File: src/rtl/regfile_write_queue.sv
// rtl/regfile_write_queue.sv - pending register-file write queue with read forwarding
//
// Purpose: buffers writeback results {addr, data} in a circular FIFO and
// drains them into the register file one per cycle when its write port is
// free. Readers see the youngest pending value for their address, so they
// never observe stale register-file contents while a write is still queued.
//
// Ports:
//   clk, rst                  clock, asynchronous active-high reset
//   in_valid/in_ready         producer handshake; in_addr/in_data carry the result
//   drain_en                  register-file write port available this cycle
//   RegWrite/WriteAddr/WriteData  head entry presented to the register file
//   ReadAddr1/2, RfData1/2    reader addresses and raw register-file read data
//   ReadData1/2               forwarded read data
//   count, empty              occupancy status
module regfile_write_queue #(
    parameter int MIPS_REG_ADDR_W_m1 = 4,
    parameter int MIPS_REG_DATA_W_m1 = 31,
    parameter int DEPTH              = 4
) (
    input  logic                          clk,
    input  logic                          rst,
    input  logic                          in_valid,
    output logic                          in_ready,
    input  logic [MIPS_REG_ADDR_W_m1:0]   in_addr,
    input  logic [MIPS_REG_DATA_W_m1:0]   in_data,
    input  logic                          drain_en,
    output logic                          RegWrite,
    output logic [MIPS_REG_ADDR_W_m1:0]   WriteAddr,
    output logic [MIPS_REG_DATA_W_m1:0]   WriteData,
    input  logic [MIPS_REG_ADDR_W_m1:0]   ReadAddr1,
    input  logic [MIPS_REG_ADDR_W_m1:0]   ReadAddr2,
    input  logic [MIPS_REG_DATA_W_m1:0]   RfData1,
    input  logic [MIPS_REG_DATA_W_m1:0]   RfData2,
    output logic [MIPS_REG_DATA_W_m1:0]   ReadData1,
    output logic [MIPS_REG_DATA_W_m1:0]   ReadData2,
    output logic [$clog2(DEPTH):0]        count,
    output logic                          empty
);

    localparam int PW = $clog2(DEPTH);
    localparam int CW = PW + 1;

    logic [MIPS_REG_ADDR_W_m1:0] addr_mem [DEPTH];
    logic [MIPS_REG_DATA_W_m1:0] data_mem [DEPTH];
    logic [PW-1:0]               head;
    logic [PW-1:0]               tail;
    logic                        push;
    logic                        pop;

    assign in_ready = (count < CW'(DEPTH));
    assign empty    = (count == '0);
    assign RegWrite = drain_en && !empty;

    assign WriteAddr = empty ? '0 : addr_mem[head];
    assign WriteData = empty ? '0 : data_mem[head];

    // Writes to register 0 complete the handshake but are dropped: $zero is
    // hard-wired, so queuing them would only waste a slot and a write cycle.
    assign push = in_valid && in_ready && (in_addr != '0);
    assign pop  = RegWrite;

    // Storage is not reset; entries are only meaningful inside [head, head+count).
    always_ff @(posedge clk) begin
        if (push) begin
            addr_mem[tail] <= in_addr;
            data_mem[tail] <= in_data;
        end
    end

    always_ff @(posedge clk or posedge rst) begin
        if (rst) begin
            head  <= '0;
            tail  <= '0;
            count <= '0;
        end else begin
            if (push) begin
                tail <= tail + PW'(1);
            end
            if (pop) begin
                head <= head + PW'(1);
            end
            case ({push, pop})
                2'b10:   count <= count + CW'(1);
                2'b01:   count <= count - CW'(1);
                default: count <= count;
            endcase
        end
    end

    // Scan from oldest to youngest so the last match wins: the youngest
    // pending write to an address is the value the register file will end up with.
    always_comb begin
        ReadData1 = RfData1;
        ReadData2 = RfData2;
        for (int k = 0; k < DEPTH; k++) begin
            if (CW'(k) < count) begin
                if (addr_mem[head + PW'(k)] == ReadAddr1) begin
                    ReadData1 = data_mem[head + PW'(k)];
                end
                if (addr_mem[head + PW'(k)] == ReadAddr2) begin
                    ReadData2 = data_mem[head + PW'(k)];
                end
            end
        end
        if (ReadAddr1 == '0) begin
            ReadData1 = '0;
        end
        if (ReadAddr2 == '0) begin
            ReadData2 = '0;
        end
    end

endmodule

File: config.mk
export PLATFORM = sky130hd
export DESIGN_NAME = regfile_write_queue
export DESIGN_NICKNAME = d
export VERILOG_FILES = /design/src/rtl/regfile_write_queue.sv
export SDC_FILE = /design/constraint.sdc
export NUM_CORES = 1
export LEC_CHECK = 0
export BUFFER_PORTS_ARGS = -buffer_cell sky130_fd_sc_hd__buf_2
export CAP_MARGIN = 20
export CORE_ASPECT_RATIO = 0.75
export CORE_MARGIN = 5
export CORE_UTILIZATION = 45
export DETAILED_ROUTE_END_ITERATION = 8
export PLACE_DENSITY = 0.76
export SYNTH_ARGS = -nofsm -noshare
export SYNTH_HDL_FRONTEND = slang
export SYNTH_SLANG_ARGS = --single-unit
File: constraint.sdc
create_clock -name clk -period 2.8 [get_ports clk]
set_input_delay 0.28 -clock clk [delete_from_list [all_inputs] [get_ports clk]]
set_output_delay 0.28 -clock clk [all_outputs]
set_load 0.01 [all_outputs]
Yosys cells after proc, flatten, opt, wreduce, memory -nomap -nowiden

Memories as Yosys holds them, arrays and structs flattened.
Index checks and enable logic that the tools add are counted.

Register bits: 7
RAM bits: 148
Input bits: 115
Output and inout port bits: 107
Memories kept: 2

Add/subtract/negate cells: 6
$lt $le $gt $ge: 5
Eq/ne operators: 10
Multiplexer cells: 23
Reductions and logical operators: 9

Memory list:

| name     | depth | bits a word | read ports | clocked after Yosys merged registers in | write ports | line | RTL |
|---|---|---|---|---|---|---|---|
| data_mem | 4     | 32          | 4          | 0                                       | 1           | 45   | `logic [MIPS_REG_DATA_W_m1:0] data_mem [DEPTH];` |
| addr_mem | 4     | 5           | 4          | 0                                       | 1           | 44   | `logic [MIPS_REG_ADDR_W_m1:0] addr_mem [DEPTH];` |

Operators by type and width:

| operator              | count |
|---|---|
| $mux W32              | 19 |
| $eq A5 B5 Y1          | 8 |
| $logic_not A5 Y1      | 2 |
| $lt A1 B3 Y1 const A  | 2 |
| $lt A2 B3 Y1 const A  | 2 |
| $pmux W3 S2           | 1 |
| $mux W5               | 1 |
| $reduce_bool A5 Y1    | 1 |
| $add A2 B1 Y2 const B | 2 |
| $add A2 B2 Y2 const B | 2 |
| $add A3 B1 Y3 const B | 1 |
| $logic_and A1 B1 Y1   | 3 |
| $logic_not A3 Y1      | 1 |
| $lt A3 B3 Y1 const B  | 1 |
| $sub A3 B1 Y3 const B | 1 |
| $eq A2 B1 Y1 const B  | 1 |
| $eq A2 B2 Y1 const B  | 1 |
| $mux W1               | 2 |
| $reduce_bool A2 Y1    | 1 |
| $logic_not A1 Y1      | 1 |

Depth between registers and ports, before layout

Gate-level depths: netlist (run 1).
An unclocked memory read counts as a cell.

Depth after elaboration: 11
Mapped depth: 11

Worst setup path after synthesis (run 1)

OpenSTA, ideal clock, no wires.

Kind: register to output
Start point: register head[0]
End point: output ReadData2[11]
Data arrival time: 2.491 ns
Data required time: 2.520 ns
Setup slack: 0.029 ns
Cell stages (with the launch flop): 11
Cells stage by stage: dfrtp_1 > buf_6 > mux4_2 > xnor2_1 > nand4_2 > or2_1 > buf_6 > buf_6 > o211ai_1 > o211ai_1 > a221oi_1

Cells in the longest elaborated chain, start to end: 11
Elaborated cells on any way between the ends: 18
Those cells by class: add/sub: 3; eq/ne: 4; mux: 9; memory: 2

Ends and longest elaborated chain:

| item                                                  | line | RTL |
|---|---|---|
| start: declaration                                    | 46   | `logic [PW-1:0] head;` |
| start signal: assignment                              | 81   | `head <= head + PW'(1);` |
| branches (longest 9 deep; another with $mem_v2 Z4 W5) | --   |  |
| $mux W32 *                                            | 97   | `if (CW'(k) < count) begin` |
| $mux W32 *                                            | 109  | `if (ReadAddr2 == '0) begin` |
| end: declaration                                      | 36   | `output logic [MIPS_REG_DATA_W_m1:0] ReadData2,` |

Every way passes the cells marked *.

Worst setup path in the final report (run 1)

Start point: register head[1]
End point: output ReadData1[24]

Cells in the longest elaborated chain, start to end: 11
Elaborated cells on any way between the ends: 18
Those cells by class: add/sub: 3; eq/ne: 4; mux: 9; memory: 2

Ends and longest elaborated chain:

| item                                                  | line | RTL |
|---|---|---|
| branches (longest 9 deep; another with $mem_v2 Z4 W5) | --   |  |
| $mux W32 *                                            | 97   |  |
| $mux W32 *                                            | 106  | `if (ReadAddr1 == '0) begin` |
| end: declaration                                      | 35   | `output logic [MIPS_REG_DATA_W_m1:0] ReadData1,` |

Marked as above.

==> results of run 1 <==
-- cells by family after synthesis --
logic type / Yosys count
compound gates: 421
xor+xnor: 50
buf+inv: 133
simple gates: 298
flops: 155
fa+ha+maj: 9
mux: 137
-- placed cells by master, fill, tap and decap left out, types with 6 or more instances in the layout --
| cell | netlist | layout |
|---|---|---|
| buf_2 | 34 | 221 |
| edfxtp_1 | 148 | 148 |
| buf_4 | 1 | 128 |
| nand2_1 | 101 | 101 |
| mux2i_1 | 81 | 74 |
| o21ai_0 | 97 | 72 |
| a21oi_1 | 97 | 68 |
| o211ai_1 | 65 | 65 |
| a221oi_2 | 57 | 63 |
| and2_1 | 67 | 57 |
| nor2b_1 | 38 | 37 |
| nor2_1 | 39 | 36 |
| nor3_1 | 36 | 36 |
| o31a_1 | 31 | 31 |
| buf_12 | 0 | 31 |
| o221ai_2 | 0 | 30 |
| mux2_2 | 43 | 28 |
| xor2_1 | 29 | 25 |
| a21oi_2 | 0 | 24 |
| o21ai_2 | 0 | 23 |
| clkbuf_16 | 0 | 22 |
| o21ai_1 | 32 | 21 |
| mux2_4 | 0 | 19 |
| buf_6 | 11 | 18 |
| xnor2_1 | 21 | 17 |
| o21ai_4 | 0 | 13 |
| mux4_2 | 9 | 9 |
| ha_1 | 9 | 9 |
| inv_1 | 7 | 7 |
| and2_4 | 0 | 6 |
| buf_16 | 0 | 6 |
-- flip-flops by register name, summed over array words and instances, names as in the netlist --
register  flops
addr_mem     20
count         3
data_mem    128
head          2
tail          2
-- stage by stage --
stage	std cells	utilization	hold WS [ns]
after CTS	1846	0.5964	0.03512
after global placement	1792	0.5500	0.2228
after detailed placement	1792	0.5500	0.2329
final	1869	0.6319	0.04940
after global routing	1867	0.6317	0.04033
after floorplan	1203	-	0.08340
-- power by group --
part           leakage (nW)  total (mW)  internal, mW  switching (mW)
sequential             1.42        3.12          2.92           0.207
clock                 0.282        2.36          1.28            1.09
combinational          4.61        12.5          5.43            7.09
total                  6.31        18.0          9.62            8.38
-- metal layers --
metal | wire length, um | GRT usage
met1 | 18650 | 0.3810
met5 | 27 | 0
met4 | 1478 | 0.1063
met3 | 4713 | 0.05626
met2 | 19930 | 0.4280
-- final cells by class --
cell class / instances / area share
Multi-Input combinational cell: 915 / 0.4590
Sequential cell: 155 / 0.2806
Timing Repair Buffer: 412 / 0.1953
Tap cell: 344 / 0.02610
Clock buffer: 17 / 0.02580
Clock inverter: 15 / 0.01062
Inverter: 8 / 0.002124
Antenna cell: 3 / 0.0004552
-- what timing repair did --
action | in CTS | in global routing
setup endpoints to repair | 91 | 87
gates resized for setup | 81 | 151
hold buffers | 1 | 0
buffers inserted | 16 | 15
gates cloned | 5 | 5
hold endpoints to repair | 7 | 0
pin swaps | 22 | 102
-- how the worst max path moves through the flow --
stage | startpoint | endpoint | slack (ns)
after floorplan | head[0]$_DFFE_PP0P_ | ReadData2[11] | 0.03
after global placement | head[1]$_DFFE_PP0P_ | ReadData2[30] | -0.38
after detailed placement | head[1]$_DFFE_PP0P_ | ReadData2[30] | -0.32
after CTS | head[0]$_DFFE_PP0P_ | ReadData1[30] | -0.74
after global routing | head[1]$_DFFE_PP0P_ | ReadData2[2] | -0.99
final | head[1]$_DFFE_PP0P_ | ReadData1[24] | -0.89
-- worst max-delay path, cell delays in order (launching register included) --
cell and delay [ns]:
dfrtp_4 0.53, buf_12 0.16, buf_6 0.13, mux4_2 0.34, xor2_2 0.18, nor4_2 0.32, nand3_2 0.14, buf_12 0.18
buf_12 0.15, o21ai_4 0.15, o221ai_2 0.15, a221oi_2 0.35, buf_2 0.19
==> qor.yml, run 1 <==
status: "complete, but fails checks"
violations: "negative setup slack"
overflow: 0
cts_tree: "built"
clockBufferDepth: 2
hp-class: "in -> reg"
drv_cap: 0
drive_gt1_frac: 0.4593
hold_depth: 1
worst_slack_ns: -0.8933
syn_area_um2: 11960
rows: 51
synth_seq_cells: 155
synthXorXnorAreaFrac: 0.03662
wl_per_cell_um: 23.97
postSynthCellCount: 1203
tightestPinTransition_ns: 0.8656
power_density_nw_per_um2: 1092
multi_input_area_um2: 7570
clock-root-buffer: "clkbuf_16"
synth_area_leader_cell: "edfxtp_1"
rsz0062_at_grt: "true"
arrival_ns: 3.41
grt_start_max_net_pins: 91
grt_usage: 0.2754
r2r_setup_slack_ns: 0.59
required_ns: 2.52
drc: 0
relSlewSlack: 0.4229
synth_nets: 1327
setup_viol: 73
hp-start: "in_data[26]"
ant_nets: 0
crit_fanout: 7
clock_latency_ns: 0.44
cts_max_level: 4
drtIter0Drc: 1473
design_area_um2: 16490
viasPerCell: 6.376
synth_compound_area_frac: 0.2607
synthSimpleGateAreaFrac: 0.1254
dpl.hpwl_um: 28540
end_kind: "output port"
vdd_drop_max_uv: 624.4
core_area_um2: 26100
synth_edf_count: 148
cp-start-kind: "flop"
synth_flop_cell: "edfxtp_1"
finalHoldViolCount: 0
die_h_um: 151.2
regToRegStartpoint: "count[2]$_DFFE_PP0P_"
synthMuxAreaShare: 0.1290
dp_slack_ns: -0.3161
syn_area_per_cell_um2: 9.941
period_needed_ns: 3.693
fmax_mhz: 270.8
seqCellArea_um2: 4627
nNetsFinal: 1633
synthTopCellsByCount: "edfxtp_1, nand2_1, a21oi_1, o21ai_0, mux2i_1"
firstDrtPassIters: 8
synth_top_family_by_area: "compound AO/OA/AOI/OAI gates"
num_vias: 11920
yosysSeqAreaShare: 0.3863
power.total_mw: 18.00
synth_cell_types: 42
post_dp_cell_area_um2: 14360
numCtsBuffers: 17
rr_worst_depth: 4
routed_wl_um: 44790
timing.rr.end: "data_mem[2][16]$_DFFE_PP_"
grt_pass1_vias: 11170
finalMaxSlewViolations: 0
die_area_um2: 29970
fillers: 1950
io_pins: 222
synth_top_area_frac: 0.3716
die_w_um: 198.2
place.gp.congestion: 0.9476
synthTopCellsByArea: "edfxtp_1, a221oi_2, mux2i_1"
setup_tns_ns: -50.50
clk_pin_slew_ns: 0.07
finalClockSkew_ns: 0.007377
critical_path_class: "reg -> out"
synth_most_common_cell: "edfxtp_1"
synthAdderAreaFrac: 0.009416
fin_crit_sh: 1.319
hold_end: "data_mem[1][26]$_DFFE_PP_"
ys_warn_count: 0
antenna_found_initial: 3
syn_to_final_growth_pct: 37.89
synthArstFlopShare: 0.04516
port_buffers: 221
cts.sinks: 155
start_util: 0.4582
grt_pass1_wl_um: 63870
leakage_nw: 6.314
(Power assumes the default switching activity.)
==> run 2, diff against run 1 <==
==> constraint.sdc (replaced) <==
create_clock -name clk -period 3.5 [get_ports clk]
set_input_delay 0.35 -clock clk [delete_from_list [all_inputs] [get_ports clk]]
set_output_delay 0.35 -clock clk [all_outputs]
set_load 0.01 [all_outputs]
==> qor.yml, run 2 (synthesis gave the netlist of run 1 again) <==
drtIter0Drc: 1423  # -3.4%
fin_cells: 1782  # -4.7%
die_w_um: 198.2  # unchanged
ant_nets: 0  # unchanged
violations: "negative setup slack"
multi_input_area_um2: 7213  # -4.7%
rr_worst_depth: 4  # unchanged
cts_max_level: 4  # unchanged
end_kind: "output port"
hp-class: "in -> reg"
regToRegStartpoint: "count[2]$_DFFE_PP0P_"
hp-start: "in_data[23]"
drive_gt1_frac: 0.3873  # -0.07192
grt_pass1_vias: 11120  # -0.44%
top_register: "data_mem"
grt_pass1_wl_um: 63910  # about the same
clock_latency_ns: 0.43  # about the same
die_h_um: 151.2  # unchanged
seqCellArea_um2: 4627  # unchanged
core_area_um2: 26100  # unchanged
hold_depth: 1  # unchanged
power.total_mw: 13.24  # -26%
relSlewSlack: 0.4254  # +0.002456
required_ns: 3.15  # +0.63 ns
grt_start_max_net_pins: 106  # +16%
place.gp.congestion: 0.9397  # -0.83%
cts.sinks: 155  # unchanged
dp_slack_ns: 0.1803  # +0.4964 ns
fillers: 2128  # +9.1%
antenna_found_initial: 3  # unchanged
viasPerCell: 6.489  # +1.8%
clockBufferDepth: 2  # unchanged
rsz0062_at_grt: "true"
clock-root-buffer: "clkbuf_16"
drc: 0  # unchanged
syn_to_final_growth_pct: 28.35
vdd_drop_max_uv: 457.4  # -27%
io_pins: 222  # unchanged
numCtsBuffers: 17  # unchanged
largest_reg_flops: 128  # unchanged
routed_wl_um: 43840  # -2.1%
nNetsFinal: 1549  # -5.1%
finalHoldViolCount: 0  # unchanged
placed_cells: 1699  # -5.2%
period_needed_ns: 3.696
fin_crit_sh: 1.056
num_vias: 11560  # -3.0%
die_area_um2: 29970  # unchanged
critical_path_class: "reg -> out"
cp-start-kind: "flop"
timing.rr.end: "data_mem[0][16]$_DFFE_PP_"
hold_end: "data_mem[1][23]$_DFFE_PP_"
overflow: 0  # unchanged
rows: 51  # unchanged
grt_usage: 0.2772  # +0.001835
mostFrequentLayoutCells: "buf_2, edfxtp_1, nand2_1"
status: "complete, but fails checks"
power_density_nw_per_um2: 862.3  # -21%
r2r_setup_slack_ns: 1.08  # +0.49 ns
tightestPinTransition_ns: 0.8529  # -0.01270 ns
finalClockSkew_ns: 0.008357  # +0.0009802 ns
top_regs: "data_mem x128, addr_mem x20, count x3"
cts_tree: "built"
fin_hold_ws_ns: 0.1226  # +0.07316 ns
crit_fanout: 9  # +2
start_util: 0.4582  # unchanged
firstDrtPassIters: 6  # -2
setup_tns_ns: -7.403  # +43.10 ns
finalMaxSlewViolations: 0  # unchanged
fmax_mhz: 270.5
mostFrequentLayoutCell: "buf_2"
wl_per_cell_um: 24.60  # +2.6%
port_buffers: 221  # unchanged
clk_pin_slew_ns: 0.07  # about the same
dpl.hpwl_um: 27530  # -3.5%
drv_cap: 0  # unchanged
setup_viol: 64  # -12%
worst_slack_ns: -0.1963  # +0.6970 ns
arrival_ns: 3.35  # -0.06 ns
leakage_nw: 5.708  # -9.6%
antenna_cells: 0  # -3
## run 2: layout make-up
type / count / area share
clock buffers: 17 / 0.02771
clock inverters: 15 / 0.009048
inverters: 8 / 0.002445
multi-input cells: 915 / 0.4699
flip-flops and latches: 155 / 0.3014
well taps: 344 / 0.02804
repair buffers: 328 / 0.1614
## run 2: critical path, stage by stage (launching register included)
cell and delay, ns:
dfrtp_4 0.53, buf_6 0.14, mux4_2 0.48, xor2_2 0.19, nor4_4 0.30, nand3_2 0.14
buf_4 0.19, clkbuf_16 0.17, o21ai_1 0.14, o221ai_1 0.15, a221oi_2 0.29, buf_2 0.18
## run 2: worst max-delay path by stage
| stage | start | to | slack [ns] | depth (start not counted) |
|---|---|---|---|---|
| 2_1_floorplan | head[0]$_DFFE_PP0P_ | ReadData2[11] | 0.66 | 10 |
| 3_3_place_gp | head[1]$_DFFE_PP0P_ | ReadData2[11] | 0.24 | 11 |
| 3_5_place_dp | head[0]$_DFFE_PP0P_ | ReadData1[1] | 0.18 | 9 |
| 4_1_cts | head[1]$_DFFE_PP0P_ | ReadData1[17] | -0.09 | 12 |
| 5_1_grt | head[0]$_DFFE_PP0P_ | ReadData1[0] | -0.27 | 11 |
| 6_report | head[0]$_DFFE_PP0P_ | ReadData1[19] | -0.20 | 11 |
## run 2: power breakdown
part | switching [mW] | total [mW] | internal (mW)
Combinational | 5.28 | 8.93 | 3.64
Sequential | 0.169 | 2.50 | 2.33
Clock | 0.813 | 1.81 | 0.994
Total | 6.26 | 13.2 | 6.97
## run 2: layer usage
layer  part of all wire  up-vias  global-route usage
li1                   -     5071                   -
met2               0.43      796              0.4202
met5            0.00094        -                   0
met4              0.038        6              0.1032
met1               0.41     5529              0.3709
met3               0.12      161             0.09295
## run 2: metrics by stage
step,utilization,instance area [um2]
2_1_floorplan,-,11960
3_3_place_gp,0.5204,13580
3_5_place_dp,0.5204,13580
4_1_cts,0.5665,14790
5_1_grt,0.5881,15350
6_report,0.5881,15350
## run 2: what timing repair did
| action | 4_1_cts | 5_1_grt |
|---|---|---|
| gates cloned | 9 | 4 |
| endpoints found under the setup margin | 64 | 64 |
| pin swaps | 14 | 70 |
| hold buffers | 1 | 0 |
| gates resized for setup | 44 | 83 |
| setup buffers | 24 | 17 |
| hold endpoints to repair | 7 | 0 |
